==> config.mk <==
export PLATFORM = sky130hd
export DESIGN_NAME = av_burst_master
export DESIGN_NICKNAME = d
export VERILOG_FILES = /design/src/rtl/av_burst_master_pkg.sv /design/src/rtl/av_burst_master.sv
export SDC_FILE = /design/constraint.sdc
export NUM_CORES = 1
export LEC_CHECK = 0
export ABC_AREA = 0
export BUFFER_PORTS_ARGS = -buffer_cell sky130_fd_sc_hd__buf_2
export CAP_MARGIN = 10
export CORE_MARGIN = 4
export CORE_UTILIZATION = 39
export DETAILED_ROUTE_END_ITERATION = 6
export PLACE_DENSITY = 0.75
export SYNTH_ARGS = -nofsm -noshare
export SYNTH_HDL_FRONTEND = slang
export SYNTH_SLANG_ARGS = --single-unit
==> constraint.sdc <==
create_clock -name av_clk_i -period 2.5 [get_ports av_clk_i]
set_input_delay 0.5 -clock av_clk_i [delete_from_list [all_inputs] [get_ports av_clk_i]]
set_output_delay 0.5 -clock av_clk_i [all_outputs]
set_load 0.05 [all_outputs]
==> src/rtl/av_burst_master_pkg.sv <==
// av_burst_master_pkg: shared Avalon burst-master FSM states and response codes.
package av_burst_master_pkg;
    typedef enum logic [2:0] {
        ST_IDLE,
        ST_WR_BURST,
        ST_RD_REQ,
        ST_RD_DATA,
        ST_DONE
    } state_t;
    localparam logic [1:0] AV_RESP_OKAY = 2'b00;
endpackage

==> src/rtl/av_burst_master.sv <==
// av_burst_master: one command in, one Avalon-MM burst out; write beats from a
// valid/ready stream, read beats returned as a valid-only stream.
module av_burst_master
    import av_burst_master_pkg::*;
#(
    parameter int dw     = 32,
    parameter int aw     = 32,
    parameter int burstw = 8
) (
    input  logic              av_clk_i,
    input  logic              av_rst_i,
    input  logic              cmd_valid_i,
    output logic              cmd_ready_o,
    input  logic              cmd_write_i,
    input  logic [aw-1:0]     cmd_address_i,
    input  logic [burstw-1:0] cmd_burstcount_i,
    input  logic [dw-1:0]     wr_data_i,
    input  logic [dw/8-1:0]   wr_be_i,
    input  logic              wr_valid_i,
    output logic              wr_ready_o,
    output logic [dw-1:0]     rd_data_o,
    output logic              rd_valid_o,
    output logic              done_o,
    output logic              err_o,
    output logic [aw-1:0]     av_address_o,
    output logic [burstw-1:0] av_burstcount_o,
    output logic [dw-1:0]     av_writedata_o,
    output logic [dw/8-1:0]   av_byteenable_o,
    output logic              av_write_o,
    output logic              av_read_o,
    input  logic              av_waitrequest_i,
    input  logic              av_readdatavalid_i,
    input  logic [1:0]        av_response_i,
    input  logic [dw-1:0]     av_readdata_i
);
    localparam logic [aw-1:0] ADDR_MASK = ~aw'(dw/8 - 1);

    state_t            r_state, w_next;
    logic [aw-1:0]     r_addr;
    logic [burstw-1:0] r_count, r_beat_cnt;
    logic              r_err, r_rd_valid;
    logic [dw-1:0]     r_rd_data;
    logic              w_accept, w_wr_beat, w_rd_beat, w_last, w_stray;

    assign w_accept  = (r_state == ST_IDLE) & cmd_valid_i;
    assign w_wr_beat = (r_state == ST_WR_BURST) & wr_valid_i & ~av_waitrequest_i;
    assign w_rd_beat = (r_state == ST_RD_DATA) & av_readdatavalid_i;
    assign w_stray   = (r_state != ST_RD_DATA) & av_readdatavalid_i;
    assign w_last    = r_beat_cnt == burstw'(1);

    always_ff @(posedge av_clk_i or posedge av_rst_i)
        if (av_rst_i) r_state <= ST_IDLE;
        else          r_state <= w_next;

    always_comb begin
        w_next = r_state;
        case (r_state)
            ST_IDLE:     if (cmd_valid_i)
                             w_next = (cmd_burstcount_i == '0) ? ST_DONE :
                                      cmd_write_i ? ST_WR_BURST : ST_RD_REQ;
            ST_WR_BURST: if (w_wr_beat && w_last) w_next = ST_DONE;
            ST_RD_REQ:   if (!av_waitrequest_i) w_next = ST_RD_DATA;
            ST_RD_DATA:  if (w_rd_beat && w_last) w_next = ST_DONE;
            default:     w_next = ST_IDLE;
        endcase
    end

    always_comb begin
        cmd_ready_o     = r_state == ST_IDLE;
        av_write_o      = (r_state == ST_WR_BURST) & wr_valid_i;
        wr_ready_o      = (r_state == ST_WR_BURST) & wr_valid_i & ~av_waitrequest_i;
        av_read_o       = r_state == ST_RD_REQ;
        done_o          = r_state == ST_DONE;
        av_writedata_o  = (r_state == ST_WR_BURST) ? wr_data_i : '0;
        av_byteenable_o = (r_state == ST_WR_BURST) ? wr_be_i :
                          (r_state == ST_RD_REQ) ? '1 : '0;
    end

    // Stray read beats and errored responses both land in the sticky error;
    // the set is ordered after the accept-clear so a same-cycle stray wins.
    always_ff @(posedge av_clk_i or posedge av_rst_i)
        if (av_rst_i) begin
            r_addr     <= '0;
            r_count    <= '0;
            r_beat_cnt <= '0;
            r_err      <= 1'b0;
            r_rd_valid <= 1'b0;
            r_rd_data  <= '0;
        end else begin
            r_rd_valid <= w_rd_beat;
            if (w_rd_beat) r_rd_data <= av_readdata_i;
            if (w_accept) begin
                r_addr     <= cmd_address_i & ADDR_MASK;
                r_count    <= cmd_burstcount_i;
                r_beat_cnt <= cmd_burstcount_i;
            end else if ((w_wr_beat || w_rd_beat) && r_beat_cnt != '0)
                r_beat_cnt <= r_beat_cnt - burstw'(1);
            if (w_accept) r_err <= cmd_burstcount_i == '0;
            if ((w_rd_beat && av_response_i != AV_RESP_OKAY) || w_stray) r_err <= 1'b1;
        end

    assign av_address_o    = r_addr;
    assign av_burstcount_o = r_count;
    assign err_o           = r_err;
    assign rd_valid_o      = r_rd_valid;
    assign rd_data_o       = r_rd_data;
endmodule

==> results.cfg <==
[global_routing]
grt_overflow = 0
grt_pass1_wl_mm = 17.5
track_usage_pct = 18.7
grt_start_max_net_pins = 39
antenna_found_initial = 0
grt_pass1_vias = 3658

[timing]
worst_pin_slew_ns = 0.779
fin_crit_ns = 2.35
rsz0062_at_grt = false
setup_tns_ns = 0
whs_ns = 0.236
fmaxAchievable_mhz = 426
fin_crit_sh_pct = 94.0
report.final.slew_viol_count = 0
fin_ws_ns = 0.150
hold_viol = 0
slew_headroom_pct = 48.0
setup_viol = 0
skew_ns = 0.00965

[cells_and_area]
syn2layout_area_growth_pct = 39.6
finish.instance_area_um2 = 5350
nNetsFinal = 723
drive_above_1_share_pct = 48.6
antenna_cells = 0

[placed_design]
io_buffers = 227
gp_congestion = 0.852
placed_area_um2 = 5130
dp_hpwl_mm = 8.42
dp_slack_ns = 0.199

[synth]
synth_largest_area_cell = dfrtp_1
ys.warnings.count = 0
synth_ff_type = dfrtp_1
yosysMostFrequentCell = nand2_1
synth_area_leaders = dfrtp_1 (54%), nand2_1 (12%), mux2_2 (9.4%), and3_1 (5.4%), a21o_1 (1.2%)
async_reset_ff_share_pct = 100
synth_seq_cells = 83
synth-edff-count = 0
synthTopCellsByCount = nand2_1 (120), dfrtp_1 (83), and3_1 (33), mux2_2 (32), clkbuf_1 (12)
syn_area_per_cell_um2 = 10.1
syn_area_um2 = 3830
synthDominantCellAreaShare_pct = 54.2
ys_seq_area_share_pct = 54.2
netlist-cell-type-count = 50
synth_cells = 378

[detailed_routing]
wl_per_cell_um = 15.0
via_per_inst = 4.92
drcViolationCount = 0
firstDrtPassIters = 4
wl_mm = 11.1
vias = 3630
drt_iter0_markers = 208
drtAntennaViolNets = 0

[clock_network]
clk_latency_ns = 0.35
cts_buffers = 9
cts_tree = done
holdBufCountCts = 0
cts_max_level = 3
clk_pin_slew_ns = 0.09
root_buffer = clkbuf_8
postCtsSetupRepairBufs = 0
cts.path.max_buffers = 2
clock_sinks = 83

[floorplan]
die_w_um = 107
io_pins = 232
fp.coreArea_um2 = 9420
die-height_um = 107
start_util_pct = 40.7
dieArea_um2 = 11500
num_rows = 35

[critical_path]
path_class = register to output port
slowest_stage = dfrtp_1
worstSetupEndpointType = output port
crit_family = buffers and inverters
crit_chain = clkinvlp_4 -> nor2_1 -> a21o_1 -> buf_2
crit_path_start_kind = register
path_buf_inv = 2
slowest_delay_ns = 0.47
critical_path_arrival_ns = 1.85
worstPathMaxFanout = 19
worst_ep_required_time_ns = 2.00

[power]
switching_power_w = 0.00497
switching_share_pct = 56.3
p_comb_share_pct = 61.6
internal_power_w = 0.00386
total_leakage_power_nw = 3.02
total_power_w = 0.00883
irDropWorstVdd_mv = 0.700
p_clk_share_pct = 11.4
pwr-share-seq_pct = 26.9
power_density_nw_per_um2 = 1650

[job]
drv_cap = 0

[run_status]
status = completed

[min_path]
hold_path.class = input port to asynchronous set/reset pin
[routing by layer]
layer | part of all wire (%) | up-vias | track usage, %
met5 | 0 | - | 0
li1 | - | 1742 | -
met1 | 41 | 1734 | 24.1
met2 | 50 | 138 | 31.3
met3 | 7.5 | 16 | 4.33
met4 | 1.5 | 0 | 5.75
[layout make-up]
class	instances	area [um^2]
Clock buffer	10	138
Clock inverter	6	72.6
Fill cell	828	4070
Inverter	9	41.3
Multi-Input combinational cell	263	1610
Sequential cell	83	2080
Tap cell	129	161
Timing Repair Buffer	237	1240
Timing Repair inverter	1	7.51
[path summary, 6_finish.rpt]
check / start / to / slack [ns] / cells past startpoint
min in group av_clk_i: cmd_address_i[16] / av_address_o[16] / 0.33 / 3
worst max-delay path: r_state[1] / av_byteenable_o[1] / 0.15 / 4
worst min-delay path: av_rst_i / av_address_o[23] / 0.24 / 2
worst max register to register: r_state[0] / rd_data_o[7] / 0.20 / 4
max in group asynchronous: av_rst_i / av_address_o[19] / 1.65 / 3
worst min register to register: av_burstcount_o[5] / av_burstcount_o[5] / 0.47 / 2
[worst reg2reg max path: cells and delay by family, from the launching register on]
kind          cells  cell delay, ns
buf+inv           1            0.30
simple gates      2            0.86
flops             1            0.48
mux               1            0.55
[stage by stage]
| step | utilization (%) | std cells |
|---|---|---|
| 6_report | 56.8 | 738 |
| 5_1_grt | 56.8 | 738 |
| 4_1_cts | 56.7 | 737 |
| 3_5_place_dp | 54.4 | 721 |
| 3_3_place_gp | 54.4 | 721 |
| 2_1_floorplan | - | 379 |
[state kept, by name, summed over array words and instances, names as in the netlist]
signal,flops
rd_valid_o,1
err_o,1
av_address_o,30
r_beat_cnt,8
r_state,3
av_burstcount_o,8
rd_data_o,32
[layout by cell type, fill, tap and decap left out, types with 3 or more instances in the layout]
cell,count
buf_2,227
nand2_1,120
dfrtp_1,83
and3_1,33
mux2_2,32
clkbuf_8,10
buf_4,8
inv_1,7
nor2_1,6
a21o_1,6
nand3_1,5
nor3_1,4
a21oi_1,4
a221o_1,4
nor3b_1,3
clkinvlp_4,3
nand2b_1,3
nor4_1,3
[logic make-up (layout without fill, tap and decap cells)]
logic type	Yosys count	after routing	synth area share, %
adders and majority gates	2	2	0.653
AOI/OAI and AO/OA	34	34	7.32
and+or+nand+nor	191	191	23.9
DFF	83	83	54.2
other	1	2	0.0979
buffers and inverters	33	263	3.92
muxes	34	34	9.93
[power by group through the flow]
stage          registers (W)  logic [W]  clock network [W]
4_1_cts              0.00237    0.00546            0.00105
3_3_place_gp         0.00235    0.00535                  0
5_1_grt              0.00247    0.00576            0.00111
6_report             0.00238    0.00544            0.00101
2_1_floorplan        0.00429    0.00228                  0
3_5_place_dp         0.00238    0.00546                  0
[what timing repair did]
action	CTS	global route
hold endpoints to repair	0	0
gates resized for setup	0	2
setup endpoints to repair	0	36
Note: power is estimated with default switching activity, not from simulation.
